### src/rtl/enigma_pkg.sv
// Shared letter codes, font geometry and colours for the
// enigma display blocks.
package enigma_pkg;

  typedef enum logic [4:0] {
    LETTER_A, LETTER_B, LETTER_C, LETTER_D,
    LETTER_E, LETTER_F, LETTER_G, LETTER_H,
    LETTER_I, LETTER_J, LETTER_K, LETTER_L,
    LETTER_M, LETTER_N, LETTER_O, LETTER_P,
    LETTER_Q, LETTER_R, LETTER_S, LETTER_T,
    LETTER_U, LETTER_V, LETTER_W, LETTER_X,
    LETTER_Y, LETTER_Z, LETTER_BLANK
  } letter_e;

  localparam int FONT_W    = 5;
  localparam int FONT_H    = 5;
  localparam int FONT_BITS = FONT_W * FONT_H;

  localparam logic [2:0] COL_BLACK  = 3'b000;
  localparam logic [2:0] COL_WHITE  = 3'b111;
  localparam logic [2:0] COL_YELLOW = 3'b110;

  typedef enum logic [2:0] {
    S_IDLE,
    S_LOAD,
    S_DRAW,
    S_NEXT,
    S_DONE
  } plot_state_e;

endpackage

### src/rtl/glyph_rom.sv
// 5x5 letter font, binary code in, bitmap out.
// Bit 24 is the top-left pixel; codes past Z are blank.
module glyph_rom
  import enigma_pkg::*;
(
  input  logic [4:0]           code,
  output logic [FONT_BITS-1:0] bitmap
);

  always_comb begin
    bitmap = '0;
    unique case (code)
      LETTER_A: bitmap = 25'b01110_10001_11111_10001_10001;
      LETTER_B: bitmap = 25'b11110_10001_11110_10001_11110;
      LETTER_C: bitmap = 25'b01111_10000_10000_10000_01111;
      LETTER_D: bitmap = 25'b11110_10001_10001_10001_11110;
      LETTER_E: bitmap = 25'b11111_10000_11110_10000_11111;
      LETTER_F: bitmap = 25'b11111_10000_11110_10000_10000;
      LETTER_G: bitmap = 25'b01111_10000_10011_10001_01111;
      LETTER_H: bitmap = 25'b10001_10001_11111_10001_10001;
      LETTER_I: bitmap = 25'b11111_00100_00100_00100_11111;
      LETTER_J: bitmap = 25'b00111_00010_00010_10010_01100;
      LETTER_K: bitmap = 25'b10001_10010_11100_10010_10001;
      LETTER_L: bitmap = 25'b10000_10000_10000_10000_11111;
      LETTER_M: bitmap = 25'b10001_11011_10101_10001_10001;
      LETTER_N: bitmap = 25'b10001_11001_10101_10011_10001;
      LETTER_O: bitmap = 25'b01110_10001_10001_10001_01110;
      LETTER_P: bitmap = 25'b11110_10001_11110_10000_10000;
      LETTER_Q: bitmap = 25'b01110_10001_10101_10010_01101;
      LETTER_R: bitmap = 25'b11110_10001_11110_10010_10001;
      LETTER_S: bitmap = 25'b01111_10000_01110_00001_11110;
      LETTER_T: bitmap = 25'b11111_00100_00100_00100_00100;
      LETTER_U: bitmap = 25'b10001_10001_10001_10001_01110;
      LETTER_V: bitmap = 25'b10001_10001_10001_01010_00100;
      LETTER_W: bitmap = 25'b10001_10001_10101_11011_10001;
      LETTER_X: bitmap = 25'b10001_01010_00100_01010_10001;
      LETTER_Y: bitmap = 25'b10001_01010_00100_00100_00100;
      LETTER_Z: bitmap = 25'b11111_00010_00100_01000_11111;
      default:  bitmap = '0;
    endcase
  end

endmodule

### src/rtl/glyph_plotter.sv
// Draws NUM_CELLS glyph cells pixel-by-pixel into the
// 160x120 vga_adapter with a start/busy/done handshake.
module glyph_plotter
  import enigma_pkg::*;
#(
  parameter int         NUM_CELLS = 4,
  parameter int         GLYPH_W   = 5,
  parameter int         GLYPH_H   = 5,
  parameter logic [2:0] BG_COLOUR = 3'b000,
  parameter bit         AUTO      = 1'b0,
  parameter int         SCR_W     = 160,
  parameter int         SCR_H     = 120
)(
  input  logic                   CLOCK_50,
  input  logic                   resetn,
  input  logic                   start,
  input  logic [5*NUM_CELLS-1:0] cell_code,
  input  logic [8*NUM_CELLS-1:0] cell_x,
  input  logic [7*NUM_CELLS-1:0] cell_y,
  input  logic [3*NUM_CELLS-1:0] cell_fg,
  output logic                   busy,
  output logic                   done,
  output logic [7:0]             vga_x,
  output logic [6:0]             vga_y,
  output logic [2:0]             vga_colour,
  output logic                   vga_plot
);

  localparam logic [3:0] LAST_CELL = 4'(NUM_CELLS - 1);
  localparam logic [2:0] LAST_COL  = 3'(GLYPH_W - 1);
  localparam logic [2:0] LAST_ROW  = 3'(GLYPH_H - 1);

  plot_state_e state_q, state_d;
  logic [3:0]  cell_q, cell_d;
  logic [2:0]  row_q, row_d;
  logic [2:0]  col_q, col_d;
  logic [4:0]  code_q, code_d;
  logic [7:0]  x0_q, x0_d;
  logic [6:0]  y0_q, y0_d;
  logic [2:0]  fg_q, fg_d;
  logic        busy_q, busy_d;
  logic        done_q, done_d;
  logic        plot_q, plot_d;
  logic [7:0]  vx_q, vx_d;
  logic [6:0]  vy_q, vy_d;
  logic [2:0]  vc_q, vc_d;

  logic [FONT_BITS-1:0] bitmap;
  logic [7:0]           px;
  logic [6:0]           py;
  logic [4:0]           bit_idx;
  logic                 in_font;
  logic                 glyph_bit;
  logic                 on_scr;

  glyph_rom u_rom (
    .code   (code_q),
    .bitmap (bitmap)
  );

  // Coordinates wrap at 8/7 bits; the font sits top-left.
  assign px = x0_q + 8'(col_q);
  assign py = y0_q + 7'(row_q);
  assign in_font = (int'(row_q) < FONT_H) &&
                   (int'(col_q) < FONT_W);
  assign bit_idx = 5'(FONT_W * (FONT_H - 1 - int'(row_q))
                    + (FONT_W - 1 - int'(col_q)));
  assign glyph_bit = in_font && bitmap[bit_idx];
  assign on_scr = (int'(px) < SCR_W) && (int'(py) < SCR_H);

  always_comb begin
    state_d = state_q;
    cell_d  = cell_q;
    row_d   = row_q;
    col_d   = col_q;
    code_d  = code_q;
    x0_d    = x0_q;
    y0_d    = y0_q;
    fg_d    = fg_q;
    busy_d  = busy_q;
    done_d  = 1'b0;
    plot_d  = 1'b0;
    vx_d    = vx_q;
    vy_d    = vy_q;
    vc_d    = vc_q;
    unique case (state_q)
      S_IDLE: begin
        if (start || AUTO) begin
          state_d = S_LOAD;
          busy_d  = 1'b1;
        end
      end
      S_LOAD: begin
        code_d  = cell_code[5*cell_q +: 5];
        x0_d    = cell_x[8*cell_q +: 8];
        y0_d    = cell_y[7*cell_q +: 7];
        fg_d    = cell_fg[3*cell_q +: 3];
        row_d   = '0;
        col_d   = '0;
        state_d = S_DRAW;
      end
      S_DRAW: begin
        vx_d   = px;
        vy_d   = py;
        vc_d   = glyph_bit ? fg_q : BG_COLOUR;
        plot_d = on_scr;
        if (col_q == LAST_COL) begin
          col_d = '0;
          if (row_q == LAST_ROW) begin
            row_d   = '0;
            state_d = S_NEXT;
          end else begin
            row_d = row_q + 3'd1;
          end
        end else begin
          col_d = col_q + 3'd1;
        end
      end
      S_NEXT: begin
        if (cell_q == LAST_CELL) begin
          cell_d  = '0;
          busy_d  = 1'b0;
          done_d  = 1'b1;
          state_d = S_DONE;
        end else begin
          cell_d  = cell_q + 4'd1;
          state_d = S_LOAD;
        end
      end
      S_DONE: begin
        busy_d  = AUTO;
        state_d = AUTO ? S_LOAD : S_IDLE;
      end
      default: begin
        state_d = S_IDLE;
      end
    endcase
  end

  always_ff @(posedge CLOCK_50 or negedge resetn) begin
    if (!resetn) begin
      state_q <= S_IDLE;
      cell_q  <= '0;
      row_q   <= '0;
      col_q   <= '0;
      code_q  <= '0;
      x0_q    <= '0;
      y0_q    <= '0;
      fg_q    <= '0;
      busy_q  <= 1'b0;
      done_q  <= 1'b0;
      plot_q  <= 1'b0;
      vx_q    <= '0;
      vy_q    <= '0;
      vc_q    <= '0;
    end else begin
      state_q <= state_d;
      cell_q  <= cell_d;
      row_q   <= row_d;
      col_q   <= col_d;
      code_q  <= code_d;
      x0_q    <= x0_d;
      y0_q    <= y0_d;
      fg_q    <= fg_d;
      busy_q  <= busy_d;
      done_q  <= done_d;
      plot_q  <= plot_d;
      vx_q    <= vx_d;
      vy_q    <= vy_d;
      vc_q    <= vc_d;
    end
  end

  assign busy       = busy_q;
  assign done       = done_q;
  assign vga_x      = vx_q;
  assign vga_y      = vy_q;
  assign vga_colour = vc_q;
  assign vga_plot   = plot_q;

endmodule
### config.mk
export PLATFORM = sky130hd
export DESIGN_NAME = glyph_plotter
export DESIGN_NICKNAME = d
export VERILOG_FILES = /design/src/rtl/enigma_pkg.sv /design/src/rtl/glyph_rom.sv /design/src/rtl/glyph_plotter.sv
export SDC_FILE = /design/constraint.sdc
export NUM_CORES = 1
export LEC_CHECK = 0
export CORE_MARGIN = 2
export CORE_UTILIZATION = 50
export CTS_CLUSTER_SIZE = 28
export DETAILED_ROUTE_END_ITERATION = 10
export GPL_TIMING_DRIVEN = 0
export PLACE_DENSITY = 0.82
export SYNTH_ARGS = -nofsm -noshare
export SYNTH_HDL_FRONTEND = slang
export SYNTH_SLANG_ARGS = --single-unit
### constraint.sdc
create_clock -name CLOCK_50 -period 4.3 [get_ports CLOCK_50]
set_clock_uncertainty 0.2 [all_clocks]
set_input_delay 0.86 -clock CLOCK_50 [delete_from_list [all_inputs] [get_ports CLOCK_50]]
set_output_delay 0.86 -clock CLOCK_50 [all_outputs]
set_load 0.02 [all_outputs]
==> results of run 1 <==
==> critical path, delay by kind of cell (launching register included) <==
| kind | cells | cell delay [ns] |
|---|---|---|
| AO/OA/AOI/OAI | 3 | 0.66 |
| adder cells (fa/ha/maj) | 7 | 2.02 |
| buffers and inverters | 2 | 0.15 |
| flip-flops | 1 | 0.47 |
| AND/OR/NAND/NOR | 3 | 0.44 |
==> power by group through the flow <==
stage | Sequential [uW] | Clock [uW] | Combinational, uW
after floorplan | 1030 | 0 | 2470
after global placement | 1000 | 0 | 3500
after detailed placement | 1010 | 0 | 3530
after CTS | 1000 | 444 | 3560
after global routing | 1040 | 466 | 3920
final | 1010 | 438 | 3580
==> state kept, by name, summed over array words and instances, names as in the netlist, 4 cells and up <==
| signal | flops |
|---|---|
| vga_y | 7 |
| vga_x | 8 |
| cell_q | 4 |
| y0_q | 7 |
| x0_q | 8 |
| code_q | 5 |
==> per-layer routing <==
layer | wire length [um] | up-vias | track usage, % | part of all wire [%]
li1 | - | 1955 | - | -
met1 | 5070 | 2026 | 34.1 | 39
met2 | 6750 | 200 | 48.4 | 52
met3 | 911 | 36 | 4.11 | 7.0
met4 | 318 | 0 | 10.3 | 2.4
met5 | 0 | - | 0 | 0
==> layout make-up <==
class,count,area (um^2)
Buffer,29,151
Clock buffer,11,151
Clock inverter,3,17.5
Fill cell,693,2740
Inverter,25,93.8
Multi-Input combinational cell,346,2790
Sequential cell,57,1430
Tap cell,108,135
Timing Repair Buffer,116,1170
==> layout by cell type (no fill, tap or decap), types with 5 or more instances in the layout <==
cell	n
clkdlybuf4s50_1	114
dfrtp_1	57
nand2_1	56
ha_1	33
o21ai_0	32
inv_1	23
mux4_2	23
a22o_1	23
nor2_1	21
a21oi_1	19
buf_2	14
xnor2_1	13
nor2b_1	11
clkbuf_8	11
nand3_1	9
clkbuf_1	8
nor3_1	8
a211oi_1	8
o211ai_1	7
nand2b_1	6
xor2_1	6
a21o_1	5
==> worst paths after layout <==
check,start,endpoint
setup / recovery,col_q[1],vga_colour[2]
hold / removal,vga_x[0],vga_x[0]
setup reg to reg,col_q[1],vga_colour[2]
hold reg to reg,vga_x[0],vga_x[0]
max in group asynchronous,resetn,vga_colour[1]
min in group asynchronous,resetn,vga_y[3]
==> cells by family (layout without fill, tap and decap cells) <==
| family | count (synthesis) | in the layout |
|---|---|---|
| compound gates | 134 | 134 |
| buf+inv | 54 | 184 |
| flops | 57 | 57 |
| xor+xnor | 19 | 19 |
| fa+ha+maj | 37 | 37 |
| simple gates | 127 | 127 |
| mux | 29 | 29 |
==> stage by stage <==
| step | hold slack [ns] | instances |
|---|---|---|
| after floorplan | 0.260 | 457 |
| after global placement | 0.263 | 680 |
| after detailed placement | 0.267 | 681 |
| after CTS | 0.284 | 695 |
| after global routing | 0.316 | 695 |
| final | 0.281 | 695 |
==> impl_metrics.json, run 1 <==
{
  "synth_edf_count": 0,
  "die_y_um": 98.5,
  "slew_headroom_pct": 53.1,
  "finalHoldViolCount": 0,
  "diodes": 0,
  "place_ws_ns": 0.296,
  "cts_buffer_depth": 2,
  "fin_area_um2": 5930,
  "synth_nets": 589,
  "insertion_delay_ns": 0.34,
  "final_nets": 716,
  "power.density_nw_per_um2": 847,
  "placed_area_um2": 5770,
  "totalPowerFinal_uw": 5030,
  "synth_area_um2": 4460,
  "drv_slew": 0,
  "seqPwrFrac_pct": 20.0,
  "firstDrtPassIters": 5,
  "worstPathCellList": "inv_1 -> ha_1 -> ha_1 -> ha_1 -> ha_1 -> ha_1 -> ha_1 -> inv_1 -> fa_1 -> nor2_1 -> nand2_1 -> nor3_1 -> a311oi_1 -> a211oi_2 -> a22o_1",
  "antenna_found_initial": 0,
  "final.setup.tns_ns": 0,
  "cts_resized": 0,
  "finalCritPeriodShare_pct": 93.8,
  "setup_viol": 0,
  "synth_most_common_cell": "dfrtp_1",
  "p_leak_uw": 0.00249,
  "synth_compound_area_share_pct": 21.3,
  "crit_path_max_fanout": 6,
  "fp.dieW_um": 98.5,
  "critPathKind": "flip-flop to flip-flop",
  "maxCapViolCount": 0,
  "gp_congestion": 1.01,
  "cts_hold_buf": 0,
  "crit_required_ns": 4.36,
  "rows": 34,
  "status": "finished, final reports clean",
  "ios": 116,
  "cpMostUsedCell": "ha_1",
  "synth_top_flop_cell": "dfrtp_1",
  "via_per_inst": 6.07,
  "path_clk_slew_ns": 0.07,
  "holdPathStages": 2,
  "intPower_uw": 2570,
  "p_comb_share_pct": 71.3,
  "synthCells": 457,
  "yosys.area.top_type": "dfrtp_1",
  "initial_core_util_pct": 51.4,
  "worst_path_largest_cell_delay_ns": 0.50,
  "wl_per_cell_um": 18.8,
  "slowest_stage": "fa_1",
  "swShare_pct": 48.9,
  "yosysSeqAreaShare_pct": 32.0,
  "ys_ff_latch": 57,
  "rsz0062_at_grt": "false",
  "htreeDepth": 3,
  "cts_buffers": 9,
  "synth_top_area_share_pct": 32.0,
  "synthMuxAreaShare_pct": 13.1,
  "synthAdderAreaFrac_pct": 11.0,
  "yosys.area_share.simple_pct": 13.3,
  "hp-class": "flip-flop to flip-flop",
  "grt_max_degree": 38,
  "r2r_cells": 15,
  "fin_util_pct": 68.4,
  "grt_use_total_pct": 27.4,
  "grt_first_pass_wirelength_mm": 21.3,
  "grt_pass1_vias": 4312,
  "worstPathArrival_ns": 4.10,
  "drt-initial-drc-count": 222,
  "drc_errors": 0,
  "start_kind": "flip-flop",
  "clock_power_share_pct": 8.7,
  "p_switching_uw": 2460,
  "ant_nets": 0,
  "layout-drive-gt1-share_pct": 11.6,
  "synthTopCellsByArea": "dfrtp_1 32%, mux4_2 12%, ha_1 9.2%, nand2_1 4.7%, a22o_1 4.5%",
  "postSynth.asyncResetShare_pct": 100,
  "fmax_mhz": 248,
  "cts_tree": "yes",
  "r2r_setup_slack_ns": 0.27,
  "ir_drop_mv": 0.411,
  "areaGrowthSynthToFinish_pct": 32.9,
  "grt_overflow": 0,
  "setup.worst_path.end_class": "flip-flop",
  "cts.sinks": 57,
  "cts-root-buf": "clkbuf_8",
  "synth-warning-count": 0,
  "min_period_ns": 4.03,
  "synth_common_cells": "57 x dfrtp_1, 56 x nand2_1, 33 x ha_1, 32 x o21ai_0",
  "tightest_slew_ns": 0.703,
  "post_cts_buffers": 0,
  "coreArea_um2": 8680,
  "port_buffers": 115,
  "dieArea_um2": 9700,
  "worst_slack_ns": 0.266,
  "num_vias": 4217,
  "totalWireLength_mm": 13.0,
  "syn_avg_cell_area_um2": 9.77,
  "synth_top_family_by_area": "compound AO/OA/AOI/OAI gates",
  "hpwl_mm": 10.4,
  "synthXorXnorAreaFrac_pct": 3.73,
  "synth_cell_types": 59
}
Note: power is estimated with default switching activity, not from simulation.
==> run 2, diff against run 1 <==
--- a/config.mk
+++ b/config.mk
@@ -5,7 +5,6 @@
 export SDC_FILE = /design/constraint.sdc
 export NUM_CORES = 1
 export LEC_CHECK = 0
-export CORE_MARGIN = 2
 export CORE_UTILIZATION = 50
 export CTS_CLUSTER_SIZE = 28
 export DETAILED_ROUTE_END_ITERATION = 10
==> run 2 against run 1 <==
Compared with the run above:
- wire length is 2.9% higher
- final area grew 1.4%
- largest power group unchanged
- cell count is 0.29% higher
- via count grew 2.0%
- sequential share of layout area decreased by 0.34 points
- highest routed layer unchanged
- sequential power barely moved
- power rose by 4.1%
- register-to-register slack better by 0.03 ns
- global-route usage is 3.1 points higher
- maximum frequency is 0.81% higher
- core utilization is 0.98 points higher
- flip-flop and latch count unchanged
==> impl_metrics.json, run 2 (synthesis results as in run 1) <==
{
  "status": "finished, final reports clean",
  "grt-busiest-layer": "met2",
  "final_cell_mix": "114 x clkdlybuf4s50_1, 57 x dfrtp_1, 56 x nand2_1",
  "finalHoldViolCount": 0,
  "layout-drive-gt1-share_pct": 11.7,
  "p_leak_uw": 0.00253,
  "cts-root-buf": "clkbuf_8",
  "post_cts_buffers": 0,
  "p_comb_share_pct": 68.4,
  "final.setup.tns_ns": 0,
  "swShare_pct": 47.6,
  "num_vias": 4301,
  "via_per_inst": 6.17,
  "crit_required_ns": 4.37,
  "fin_util_pct": 69.4,
  "insertion_delay_ns": 0.34,
  "fmax_mhz": 250,
  "clock_power_share_pct": 12.2,
  "hpwl_mm": 10.7,
  "grt_max_degree": 31,
  "worstPathCellList": "o21ai_0 -> inv_1 -> ha_1 -> ha_1 -> inv_1 -> fa_1 -> fa_1 -> xor2_1 -> xnor2_1 -> xnor2_1 -> a311oi_1 -> a211oi_2 -> a22o_1",
  "worstPathArrival_ns": 4.07,
  "cts_tree": "yes",
  "tightest_slew_ns": 0.696,
  "setup.worst_path.end_class": "flip-flop",
  "port_buffers": 115,
  "grt_use_met2_pct": 50.7,
  "initial_core_util_pct": 51.4,
  "drv_slew": 0,
  "worst_path_largest_cell_delay_ns": 0.50,
  "ant_nets": 0,
  "die_y_um": 96.5,
  "critPathKind": "flip-flop to flip-flop",
  "diodes": 0,
  "rows": 34,
  "final_nets": 716,
  "p_switching_uw": 2490,
  "cts.sinks": 57,
  "rsz0062_at_grt": "false",
  "fp.dieW_um": 96.5,
  "grt_pass1_vias": 4259,
  "antenna_found_initial": 0,
  "crit_path_max_fanout": 6,
  "met3_usage_pct": 5.01,
  "cts_buffers": 9,
  "ios": 116,
  "fill_cells": 672,
  "grt_first_pass_wirelength_mm": 21.2,
  "drc_errors": 0,
  "setup_viol": 0,
  "min_period_ns": 4.00,
  "ir_drop_mv": 0.343,
  "grt_use_total_pct": 30.5,
  "coreArea_um2": 8680,
  "gp_congestion": 0.932,
  "gr-usage-met1_pct": 37.8,
  "hp-class": "flip-flop to flip-flop",
  "seqPwrFrac_pct": 19.4,
  "wl_per_cell_um": 19.3,
  "critPathBufInv": 2,
  "maxCapViolCount": 0,
  "dieArea_um2": 9310,
  "firstDrtPassIters": 5,
  "finalCritPeriodShare_pct": 93.0,
  "drt-initial-drc-count": 219,
  "grt_overflow": 0,
  "areaGrowthSynthToFinish_pct": 34.8,
  "intPower_uw": 2750,
  "cts_buffer_depth": 2,
  "htreeDepth": 3,
  "path_clk_slew_ns": 0.07,
  "totalWireLength_mm": 13.4,
  "power.density_nw_per_um2": 870,
  "slowest_stage": "fa_1",
  "slew_headroom_pct": 53.6,
  "layout_commonest_cell": "clkdlybuf4s50_1",
  "crit_family": "adder cells",
  "start_kind": "flip-flop"
}
-- run 2: cell types whose count changed in the layout (fill, tap and decap cells not counted), sizes merged --
cell	previous run	this run
bufinv	0	3
clkbuf	19	20
clkinv	3	2
clkinvlp	1	0
-- run 2: timing repair --
| item | in CTS | in global routing |
|---|---|---|
| endpoints found under the setup margin | 0 | 2 |
| resized for setup | 0 | 0 |
| hold buffers | 0 | 0 |
| endpoints found under the hold margin | 0 | 0 |
-- run 2: worst paths after layout --
kind	start	to	slack (ns)	cells after the start
setup / recovery	col_q[1]	vga_colour[2]	0.30	13
min in group asynchronous	resetn	row_q[1]	0.36	1
hold reg to reg	fg_q[0]	vga_colour[0]	0.29	1
max in group asynchronous	resetn	fg_q[0]	2.94	2
hold / removal	fg_q[0]	vga_colour[0]	0.29	1
setup reg to reg	col_q[1]	vga_colour[2]	0.30	13
-- run 2: power by group through the flow --
| stage | Clock, uW | Sequential [uW] | Combinational (uW) |
|---|---|---|---|
| after floorplan | 0 | 1030 | 2470 |
| after global placement | 0 | 1000 | 3530 |
| after detailed placement | 0 | 1020 | 3540 |
| after CTS | 646 | 1010 | 3570 |
| after global routing | 665 | 1040 | 3940 |
| final | 640 | 1020 | 3580 |
-- run 2: through the flow --
stage / cells / hold slack, ns / setup WS [ns] / area, um^2 / total power (uW)
after floorplan: 457 / 0.260 / 0.719 / 4460 / 3500
after global placement: 680 / 0.262 / 0.371 / 5750 / 4530
after detailed placement: 681 / 0.274 / 0.310 / 5770 / 4560
after CTS: 697 / 0.285 / 0.271 / 6020 / 5230
after global routing: 697 / 0.297 / 0.0175 / 6020 / 5650
final: 697 / 0.287 / 0.299 / 6020 / 5240
-- run 2: area by class of cell --
type	count	area, um^2	area share, %
repair buffers	116	1170	19.4
clock buffers	12	155	2.58
well taps	108	135	2.24
flip-flops and latches	57	1430	23.7
plain buffers	29	151	2.52
clock inverters	4	98.8	1.64
multi-input cells	346	2790	46.4
inverters	25	93.8	1.56
-- run 2: per-layer routing --
layer,share of wire (%),up-vias,wire (um)
met5,0,-,0
met4,4.0,0,539
met3,6.6,45,885
met2,50,212,6680
met1,40,2094,5320
li1,-,1950,-
